$ cat config.mk
export PLATFORM = sky130hd
export DESIGN_NAME = traffic_light_ctrl_flat
export DESIGN_NICKNAME = d
export VERILOG_FILES = /design/src/rtl/traffic_light_ctrl_pkg.sv /design/src/rtl/traffic_light_ctrl_if.sv /design/src/rtl/traffic_light_ctrl_phase_timer.sv /design/src/rtl/traffic_light_ctrl.sv /design/src/flat_wrapper.sv
export SDC_FILE = /design/constraint.sdc
export NUM_CORES = 1
export LEC_CHECK = 0
export ABC_AREA = 1
export CORE_AREA = 2 2 49 51
export CTS_BUF_LIST = sky130_fd_sc_hd__clkbuf_8
export CTS_CLUSTER_DIAMETER = 80
export DETAILED_ROUTE_END_ITERATION = 16
export DIE_AREA = 0 0 51 53
export PLACE_DENSITY = 0.81
export SLEW_MARGIN = 25
export SYNTH_ARGS = -nofsm -noshare
export SYNTH_HDL_FRONTEND = slang
export SYNTH_SLANG_ARGS = --single-unit
$ cat constraint.sdc
create_clock -name clk -period 3.9 [get_ports clk]
set_input_delay 0.78 -clock clk [delete_from_list [all_inputs] [get_ports clk]]
set_output_delay 0.78 -clock clk [all_outputs]
set_load 0.02 [all_outputs]
$ cat src/rtl/traffic_light_ctrl_pkg.sv
// Shared types and helpers for the traffic light controller.
package traffic_light_ctrl_pkg;

  // Controller phases; the 3-bit encoding is visible to anyone probing state_q.
  typedef enum logic [2:0] {
    ST_ALLRED = 3'd0,
    ST_GREEN  = 3'd1,
    ST_YELLOW = 3'd2,
    ST_PED    = 3'd3,
    ST_FLASH  = 3'd4,
    ST_EMERG  = 3'd5
  } state_e;

  // Width of an approach index; a single approach still needs one bit.
  function automatic int way_w(input int n);
    return (n <= 2) ? 1 : $clog2(n);
  endfunction

endpackage

$ cat src/rtl/traffic_light_ctrl_if.sv
// Control inputs and lamp outputs of one junction controller.
interface traffic_light_ctrl_if #(
  parameter int NUM_WAYS = 2,
  parameter int WAY_W    = traffic_light_ctrl_pkg::way_w(NUM_WAYS)
);
  logic                tick_en;
  logic                ped_req;
  logic                emergency;
  logic                flash_mode;
  logic [NUM_WAYS-1:0] red;
  logic [NUM_WAYS-1:0] yellow;
  logic [NUM_WAYS-1:0] green;
  logic                ped_walk;
  logic [WAY_W-1:0]    active_way;

  // Junction top / test driver side.
  modport master (
    output tick_en, ped_req, emergency, flash_mode,
    input  red, yellow, green, ped_walk, active_way
  );

  // Controller side.
  modport slave (
    input  tick_en, ped_req, emergency, flash_mode,
    output red, yellow, green, ped_walk, active_way
  );
endinterface

$ cat src/rtl/traffic_light_ctrl_phase_timer.sv
// Phase counter: counts timebase ticks, flags the last tick of a phase.
module traffic_light_ctrl_phase_timer #(
  parameter int CNT_W = 8
) (
  input  logic             clk,
  input  logic             reset,
  input  logic             tick_en_i,
  input  logic             clr_i,
  input  logic [CNT_W-1:0] dur_i,
  output logic             expire_o
);
  logic [CNT_W-1:0] cnt_q;

  assign expire_o = tick_en_i && (cnt_q == dur_i - 1'b1);

  // Restart on a phase change or on expiry (flash half-periods repeat in place).
  always_ff @(posedge clk) begin
    if (!reset)                   cnt_q <= '0;
    else if (clr_i || expire_o)   cnt_q <= '0;
    else if (tick_en_i)           cnt_q <= cnt_q + 1'b1;
  end
endmodule

$ cat src/rtl/traffic_light_ctrl.sv
// Multi-approach traffic light controller with pedestrian, emergency and
// night flashing modes. Lamp outputs are registered from next-state.
module traffic_light_ctrl
  import traffic_light_ctrl_pkg::*;
#(
  parameter int NUM_WAYS     = 2,
  parameter int GREEN_TICKS  = 8,
  parameter int YELLOW_TICKS = 3,
  parameter int ALLRED_TICKS = 2,
  parameter int PED_TICKS    = 6,
  parameter int FLASH_TICKS  = 4,
  parameter int CNT_W        = 8
) (
  input  logic                 clk,
  input  logic                 reset,
  traffic_light_ctrl_if.slave  tl_if
);
  localparam int WAY_W = way_w(NUM_WAYS);

  state_e              state_q, state_d;
  logic [WAY_W-1:0]    way_q, way_d;
  logic                ped_q, ped_d;
  logic                flash_q, flash_d;
  logic [NUM_WAYS-1:0] red_q, red_d, yel_q, yel_d, grn_q, grn_d;
  logic                walk_q, walk_d;
  logic [CNT_W-1:0]    dur;
  logic                expire, clr;

  traffic_light_ctrl_phase_timer #(.CNT_W(CNT_W)) u_timer (
    .clk       (clk),
    .reset     (reset),
    .tick_en_i (tl_if.tick_en),
    .clr_i     (clr),
    .dur_i     (dur),
    .expire_o  (expire)
  );

  // Phase length for the current state (EMERG is untimed).
  always_comb begin
    dur = CNT_W'(1);
    case (state_q)
      ST_ALLRED: dur = CNT_W'(ALLRED_TICKS);
      ST_GREEN:  dur = CNT_W'(GREEN_TICKS);
      ST_YELLOW: dur = CNT_W'(YELLOW_TICKS);
      ST_PED:    dur = CNT_W'(PED_TICKS);
      ST_FLASH:  dur = CNT_W'(FLASH_TICKS);
      default:   ;
    endcase
  end

  // Next-state: emergency > flash > pedestrian > rotation.
  always_comb begin
    state_d = state_q;
    way_d   = way_q;
    flash_d = flash_q;
    ped_d   = ped_q | (tl_if.ped_req && state_q != ST_PED);
    case (state_q)
      ST_ALLRED: begin
        if (tl_if.emergency)       state_d = ST_EMERG;
        else if (expire) begin
          if (tl_if.flash_mode)    state_d = ST_FLASH;
          else if (ped_q) begin
            state_d = ST_PED;
            ped_d   = 1'b0;
          end
          else                     state_d = ST_GREEN;
        end
      end
      ST_GREEN:  if (tl_if.emergency || expire) state_d = ST_YELLOW;
      ST_YELLOW: begin
        // Yellow always completes so drivers are never cut short.
        if (expire) begin
          state_d = ST_ALLRED;
          way_d   = (way_q == WAY_W'(NUM_WAYS-1)) ? '0 : way_q + 1'b1;
        end
      end
      ST_PED: begin
        if (tl_if.emergency)       state_d = ST_EMERG;
        else if (expire)           state_d = ST_ALLRED;
      end
      ST_FLASH: begin
        if (tl_if.emergency)       state_d = ST_EMERG;
        else if (!tl_if.flash_mode) state_d = ST_ALLRED;
        else if (expire)           flash_d = ~flash_q;
      end
      ST_EMERG:  if (!tl_if.emergency) state_d = ST_ALLRED;
      default:   state_d = ST_ALLRED;
    endcase
    // Flashing always restarts dark on the next entry.
    if (state_d != ST_FLASH) flash_d = 1'b0;
  end

  assign clr = (state_d != state_q);

  // Lamp decode of the next state, so lamps change on the same edge as state.
  always_comb begin
    red_d  = '1;
    yel_d  = '0;
    grn_d  = '0;
    walk_d = 1'b0;
    case (state_d)
      ST_GREEN: begin
        for (int i = 0; i < NUM_WAYS; i++)
          if (way_d == WAY_W'(i)) begin
            grn_d[i] = 1'b1;
            red_d[i] = 1'b0;
          end
      end
      ST_YELLOW: begin
        for (int i = 0; i < NUM_WAYS; i++)
          if (way_d == WAY_W'(i)) begin
            yel_d[i] = 1'b1;
            red_d[i] = 1'b0;
          end
      end
      ST_FLASH: begin
        red_d = '0;
        yel_d = {NUM_WAYS{flash_d}};
      end
      ST_PED:  walk_d = 1'b1;
      default: ;
    endcase
  end

  // State, latched requests and registered lamps.
  always_ff @(posedge clk) begin
    if (!reset) begin
      state_q <= ST_ALLRED;
      way_q   <= '0;
      ped_q   <= 1'b0;
      flash_q <= 1'b0;
      red_q   <= '1;
      yel_q   <= '0;
      grn_q   <= '0;
      walk_q  <= 1'b0;
    end else begin
      state_q <= state_d;
      way_q   <= way_d;
      ped_q   <= ped_d;
      flash_q <= flash_d;
      red_q   <= red_d;
      yel_q   <= yel_d;
      grn_q   <= grn_d;
      walk_q  <= walk_d;
    end
  end

  assign tl_if.red        = red_q;
  assign tl_if.yellow     = yel_q;
  assign tl_if.green      = grn_q;
  assign tl_if.ped_walk   = walk_q;
  assign tl_if.active_way = way_q;
endmodule

$ cat src/flat_wrapper.sv
// flat-port wrapper written by rule: the top's interface ports become plain ports
module traffic_light_ctrl_flat import traffic_light_ctrl_pkg::*;
#(
  parameter int NUM_WAYS     = 2,
  parameter int GREEN_TICKS  = 8,
  parameter int YELLOW_TICKS = 3,
  parameter int ALLRED_TICKS = 2,
  parameter int PED_TICKS    = 6,
  parameter int FLASH_TICKS  = 4,
  parameter int CNT_W        = 8
)
  (clk, reset, tl_if_tick_en, tl_if_ped_req, tl_if_emergency, tl_if_flash_mode, tl_if_red, tl_if_yellow, tl_if_green, tl_if_ped_walk, tl_if_active_way);
  traffic_light_ctrl_if #(.NUM_WAYS(NUM_WAYS)) tl_if_i ();
  input  logic clk;
  input  logic reset;
  input wire logic [$bits(tl_if_i.tick_en)-1:0] tl_if_tick_en;
  input wire logic [$bits(tl_if_i.ped_req)-1:0] tl_if_ped_req;
  input wire logic [$bits(tl_if_i.emergency)-1:0] tl_if_emergency;
  input wire logic [$bits(tl_if_i.flash_mode)-1:0] tl_if_flash_mode;
  output wire logic [$bits(tl_if_i.red)-1:0] tl_if_red;
  output wire logic [$bits(tl_if_i.yellow)-1:0] tl_if_yellow;
  output wire logic [$bits(tl_if_i.green)-1:0] tl_if_green;
  output wire logic [$bits(tl_if_i.ped_walk)-1:0] tl_if_ped_walk;
  output wire logic [$bits(tl_if_i.active_way)-1:0] tl_if_active_way;
  assign tl_if_i.tick_en = tl_if_tick_en;
  assign tl_if_i.ped_req = tl_if_ped_req;
  assign tl_if_i.emergency = tl_if_emergency;
  assign tl_if_i.flash_mode = tl_if_flash_mode;
  assign tl_if_red = tl_if_i.red;
  assign tl_if_yellow = tl_if_i.yellow;
  assign tl_if_green = tl_if_i.green;
  assign tl_if_ped_walk = tl_if_i.ped_walk;
  assign tl_if_active_way = tl_if_i.active_way;
  traffic_light_ctrl #(.NUM_WAYS(NUM_WAYS), .GREEN_TICKS(GREEN_TICKS), .YELLOW_TICKS(YELLOW_TICKS), .ALLRED_TICKS(ALLRED_TICKS), .PED_TICKS(PED_TICKS), .FLASH_TICKS(FLASH_TICKS), .CNT_W(CNT_W)) u_core (.clk(clk), .reset(reset), .tl_if(tl_if_i));
endmodule
* Word level (Yosys, flattened, before mapping)
Index checks and enable logic that the tools add are counted.
W data, S select, Z words.
** Word-level totals
- Register bits :: 21
- Bits in latches :: 0
- RAM bits :: 0
- ROM bits :: 0
- Input port bits :: 6
- Output and inout port bits :: 8
- Word-level logic and storage cells :: 66
- Memories :: 0
** Operators by class
- $add $sub $neg :: 3
- Multiply operators :: 0
- Div/mod/pow operators :: 0
- Magnitude comparators :: 0
- Eq/ne operators :: 13
- Shift-type cells :: 0
- Mux-type cells :: 30
- Bitwise operators :: 3
- Reduce and logical (&&, ||, !) cells :: 8
** Operators by type and width (number)
- $mux W3 :: 9
- $pmux W4 S5 :: 1
- $pmux W3 S6 :: 1
- $mux W1 :: 16
- $eq A3 B2 Y1 const B :: 4
- $eq A3 B3 Y1 const B :: 3
- $add A8 B1 Y8 const B :: 1
- $eq A8 B8 Y1 :: 1
- $pmux W2 S2 :: 2
- $eq A3 B1 Y1 const B :: 2
- $sub A4 B1 Y5 const B :: 1
- $reduce_or A2 Y1 :: 2
- $logic_not A3 Y1 :: 1
- $ne A3 B2 Y1 const B :: 1
- $ne A3 B3 Y1 :: 1
- $ne A3 B3 Y1 const B :: 1
- $logic_and A1 B1 Y1 :: 2
- $logic_or A1 B1 Y1 :: 2
- $mux W2 :: 1
- $not A1 Y1 :: 2
- $reduce_and A2 Y1 :: 1
- $add A1 B1 Y1 const B :: 1
- $or A1 B1 Y1 :: 1

* Longest topological paths before layout
- Depth after elaboration :: 11
- Depth in mapped cells :: 23
- Depth with buffers taken out :: 22

* Hierarchy
From an unflattened synthesis, not the netlist that was laid out.
** Unflattened totals
- Cell total of the unflattened synthesis :: 227
- Area total of the unflattened synthesis :: 1472.7 um2
** By module, submodules not included
- traffic_light_ctrl :: instances 1, cells an instance 120, area an instance 814.5 um2, sequential area each 260.2 um2
- traffic_light_ctrl_phase_timer :: instances 1, cells an instance 107, area an instance 658.1 um2, sequential area each 160.2 um2

* Worst setup path after synthesis
Ideal clock, no wire load.
- Path kind :: register to register
- Start :: register u_core.state_q[2]
- End :: register u_core.red_q[1], in the netlist u_core.tl_if.red[1]
- Library setup time :: 0.120 ns
- Arrival :: 2.101 ns
- Required time :: 3.780 ns
- Slack :: 1.679 ns
- Cell stages (with the launch flop) :: 22
- Path buffers :: 0
- Period minus slack after synthesis :: 2.221 ns
- Path through :: dfxtp_1 inv_2 nand2_1 nand2_2 ha_1 inv_1 nand2_1 nand2_1 nor2_1 nand3_1 nor2_2 nand2_1 nor2_4 nand2_2 nand2_2 nand2_2 nor2_4 nand2_2 nand2_1 nand2_1 nand2_1 nand3_1
** On the way
- Longest elaborated chain between the ends :: 11
- Elaborated cells on any way between the ends :: 28
- Classes of those cells :: add/sub: 1; eq/ne: 9; mux: 14; reduce/logical: 4
** RTL lines
- start: declaration :: line traffic_light_ctrl.sv:20 : state_e state_q, state_d;
- start signal: assignment :: line traffic_light_ctrl.sv:137 : state_q <= state_d;
- $eq A3 B3 Y1 (tied with other cells) :: line traffic_light_ctrl.sv:41, traffic_light_ctrl.sv:57
- $pmux W4 S5 :: line traffic_light_ctrl.sv:41 : case (state_q)
- $sub A4 B1 Y5 :: line traffic_light_ctrl_phase_timer.sv:14 : assign expire_o = tick_en_i && (cnt_q == dur_i - 1'b1);
- $eq A8 B8 Y1 :: line traffic_light_ctrl_phase_timer.sv:14
- $logic_and A1 B1 Y1 :: line traffic_light_ctrl_phase_timer.sv:14
- $mux W3 (tied with other cells) :: line traffic_light_ctrl.sv:72, traffic_light_ctrl.sv:79
- $mux W3, on equally long branches :: line traffic_light_ctrl.sv:78, traffic_light_ctrl.sv:59, traffic_light_ctrl.sv:69
- $pmux W3 S6 :: line traffic_light_ctrl.sv:57 : case (state_q)
- $eq A3 B1 Y1 or $eq A3 B2 Y1 (tied branches) :: line traffic_light_ctrl.sv:101 : case (state_d)
- $reduce_or A2 Y1 (no source line)
- $pmux W2 S2 * :: line traffic_light_ctrl.sv:101
- end signal: assignment :: line traffic_light_ctrl.sv:141 : red_q <= red_d;
- end: declaration :: line traffic_light_ctrl.sv:24 : logic [NUM_WAYS-1:0] red_q, red_d, yel_q, yel_d, grn_q, grn_d;
Mark *: on every way between the ends. The rest lies on a longest branch, timed or not.
A chain may end at the register's enable or synchronous reset.

* Worst setup path after layout
- Start :: register u_core.state_q[0]
- End :: register u_core.red_q[1], in the netlist u_core.tl_if.red[1]
Same word-level chain as after synthesis.

==> results.md <==
Status:
- The flow ran to the end, and the final reports show no timing, DRC or antenna violations.

Logic synthesis:
- The largest area contributor in the netlist is dfxtp_1.
- The async set or reset register ratio after synthesis is 0%.
- The post-synthesis instance total is 186.
- The sequential fraction of the synthesis area is 33.84%.
- The number of distinct library cells after synthesis is 23.
- By area the synthesized netlist is led by dfxtp_1 (34%), nand2_1 (15%), nand3_1 (7.3%).
- The synthesized net count is 194.
- The Yosys warning count is 0.
- The top flip-flop cell by instance count after synthesis is dfxtp_1.
- Counting flops with a built-in enable in the synthesized netlist gives 0.
- After synthesis the netlist holds a flip-flop and latch count of 21.
- The average instance in the mapped netlist occupies 6.680 µm².
- The cell area that synthesis handed to floorplanning was 0.001242 mm².
- The share of the synthesized area in the top cell type is 33.84%.

CTS:
- TritonCTS built the clock tree.
- Clock-pin slew was measured on the worst setup and hold paths at 70 ps.
- The deepest level of the CTS H-tree is 1.
- The number of clock buffers inserted by TritonCTS is 3.
- The CTS root buffer is clkbuf_8.
- For the worst-skew pair, the clock arrives at the later sink with an insertion delay of 260 ps.
- The number of sinks on the clock net is 21.
- The worst-case clock buffer depth is 2.
- Post-CTS timing repair inserted 0 buffers for setup.
- The number of buffers added to fix hold violations after cts is 0.
- After clock tree synthesis, the repair step resized 0 gates.

Final layout:
- In the layout the commonest cells are nand2_1 (50), inv_1 (25), dfxtp_1 (21).
- In the final layout, the multi-input gates occupy 709.4 µm².
- The final layout contains 211 nets.
- Leaving out fill and tap cells, the most frequent cell in the layout is nand2_1.
- The final-layout fill cell count is 198.
- Relative to the synthesized area, the layout overhead comes to 16.31%.
- Cells with a size suffix above 1 make up 14.36% of the layout.
- 0 antenna diodes ended up in the layout.
- Registers take 420.4 µm².

STA:
- The final hold slack is 512.1 ps.
- The max-slew violation count is 0.
- Setup repair after global routing left no endpoint under its margin.
- The worst clock skew is 2.367 ps.
- In this run the tightest slew margin relative to its limit is 76.21%.
- The final critical-path share of the clock period is 68.25%.
- The post-route minimum period is 2662 ps.
- The sum of negative setup slack is 0 ps.
- The maximum achievable frequency is 375.7 MHz.
- Setup violations remaining at the end of the flow were counted as 0.
- For the pin with the worst max-slew slack, the measured transition is 354.1 ps.
- The count of endpoints failing hold in the final timing report is 0.

Die:
- The x dimension of the die is 51 µm.
- The total area inside the core boundary comes to 0.002148 mm².
- The floorplan step defined a die boundary enclosing 0.002703 mm².
- The initialized floorplan defines 17 standard-cell rows.
- For this design the top-level I/O count stands at 14.
- Measured along the y axis, the die boundary spans 53 µm.
- The initial utilization of the core area, before any placement, comes to 57.83%.

Power and ir drop:
- The total power per unit cell area is 656.0 mW/mm².
- The fraction of power consumed by combinational cells is 55.7%.
- The standby leakage power is 0.6990 nW.
- Of the total power, the share spent switching nets is 47.48%.
- The sequential share of power is 29.9%.
- In this run the power spent charging and discharging nets is 0.4501 mW.
- Per report_power, the clock group accounts for 14.4% of the total.
- The total internal power is 0.4979 mW.
- The worst-case IR drop observed on VDD is 0.4465 mV.

GRT:
- The number of antenna violations at the first check in global routing came to 0.
- The total routing usage reported by global routing is 22.80%.
- The number of global-route vias before repair is 1047.
- Entering global routing, the biggest net connects 12 pins.
- The first-pass GRT wire length is 4560 µm.
- Summed over all layers, the global routing overflow is 0.

Route:
- The number of vias in the routed layout is 1164.
- The first routing iteration left 23 violations.
- The via-per-instance ratio is 5.061.
- The final layout contains routed wiring with a total length of 2629 µm.
- The detail route stage leaves a number of antenna-violating nets equal to 0.
- The average wire per cell in the routed design is 11.43 µm.
- The number of optimization iterations in the first detailed-route pass is 5.
- The remaining routing DRC violations is 0.

Setup path:
- On the worst path, the slowest cell contributes a delay of 520 ps.
- The type of origin of the critical path is a flop.
- Walking the worst path, the cells encountered are inv_2 > o21ai_0 > ha_1 > nand2_1 > nand2_1 > nor2_1 > nand3_1 > nor2_2 > nand2_1 > nor2_4 > nand2_2 > nand2_1 > nand2_1 > nand2_1 > nand2_2 > nand2_1 > nand2_1 > nand2_1 > nand3_1.
- Broken down by cell family, the worst path's largest delay share belongs to simple AND/OR/NAND/NOR gates.
- The critical path data arrival time is 2800 ps.
- The cell repeated most along the worst path is nand2_1.
- The slowest stage of the critical path belongs to the cell dfxtp_1.
- Measured in cells, the most critical reg-to-reg path has a length of 19.
- The endpoint required time on the critical path is 4030 ps.
- The top fanout value on the critical path is 8.
- STA classifies the critical path endpoint as a flop.
- The number of cells on the critical path is 19.
- The critical path is of the reg -> reg type.
- Together, buffers and inverters on the worst path number 1.

Place:
- The routability-driven placement congestion ratio is 0.8805.
- The HPWL after detailed placement is 2048 µm.
- The number of input and output port buffers inserted is 13.

Hold path:
- The min-delay analysis places its worst path in the category reg -> reg.
- The hold path depth is 2.

Run:
- The count of max-cap constraint violations is 0.
[layer usage]
layer,vias to the layer above,part of all wire [%],global-route usage (%)
li1,621,-,-
met1,514,49,30.05
met2,26,46,37.01
met3,3,3.1,2.825
met4,0,1.1,10.81
met5,-,0,0
[area by class of cell]
cell class	instances	area share, %
multi-input combinational	136	49.09
sequential	21	29.09
timing repair buffer	13	9.004
inverter	28	7.273
clock buffer	3	2.857
tap	28	2.424
clock inverter	1	0.2597
[worst paths after layout]
check,from,to,slack [ps]
worst max register to register,u_core.state_q[0],u_core.tl_if.red[1],1240
worst min register to register,u_core.ped_q,u_core.ped_q,510
worst max-delay path,u_core.state_q[0],u_core.tl_if.red[1],1240
worst min-delay path,u_core.ped_q,u_core.ped_q,510
[state kept, by name, summed over array words and instances (netlist names)]
name / flops
u_core.u_timer.cnt_q: 8
u_core.tl_if.ped_walk: 1
u_core.tl_if.yellow: 2
u_core.state_q: 3
u_core.tl_if.green: 2
u_core.flash_q: 1
u_core.ped_q: 1
u_core.tl_if.active_way: 1
u_core.tl_if.red: 2
[cell usage after synthesis, drive strengths merged (2+ instances only)]
cell	count
ha	2
a21oi	4
dfxtp	21
inv	28
xor2	6
a21boi	2
o21ai	3
nand4	6
xnor2	2
nand2	57
nand3	20
nor3	3
nor2	29
[through the flow]
| step | total power [mW] | instance area, µm² | worst slack [ps] | utilization, % | std cells |
|---|---|---|---|---|---|
| finish | 0.9480 | 1445 | 1238 | 67.27 | 230 |
| global route | 1.043 | 1445 | 956.9 | 67.27 | 230 |
| CTS | 0.9517 | 1445 | 1263 | 67.27 | 230 |
| detailed placement | 0.8108 | 1400 | 1030 | 65.17 | 226 |
| global placement | 0.8010 | 1400 | 1095 | 65.17 | 226 |
| floorplan | 0.7000 | 1242 | 1679 | - | 186 |
[power groups by stage]
stage | sequential, mW | combinational [mW] | clock, mW
after floorplan | 0.290 | 0.410 | 0
after global placement | 0.285 | 0.516 | 0
after detailed placement | 0.288 | 0.522 | 0
after CTS | 0.283 | 0.527 | 0.142
after global routing | 0.289 | 0.603 | 0.150
final | 0.284 | 0.528 | 0.136
[tightest hold or removal path: stages, from the launching register on]
cell	delay (ps)
dfxtp_1	350
a21oi_1	50
nor2_1	90
[kinds of logic (layout without fill, tap and decap cells)]
logic type      Yosys count  in the layout  share of synthesized area (%)
compound gates           11             11                          5.337
flops                    21             21                          33.84
xor+xnor                  8              8                          5.640
simple gates            115            115                          44.11
buf+inv                  29             45                          9.064
fa+ha+maj                 2              2                          2.014
(Power assumes the default switching activity.)
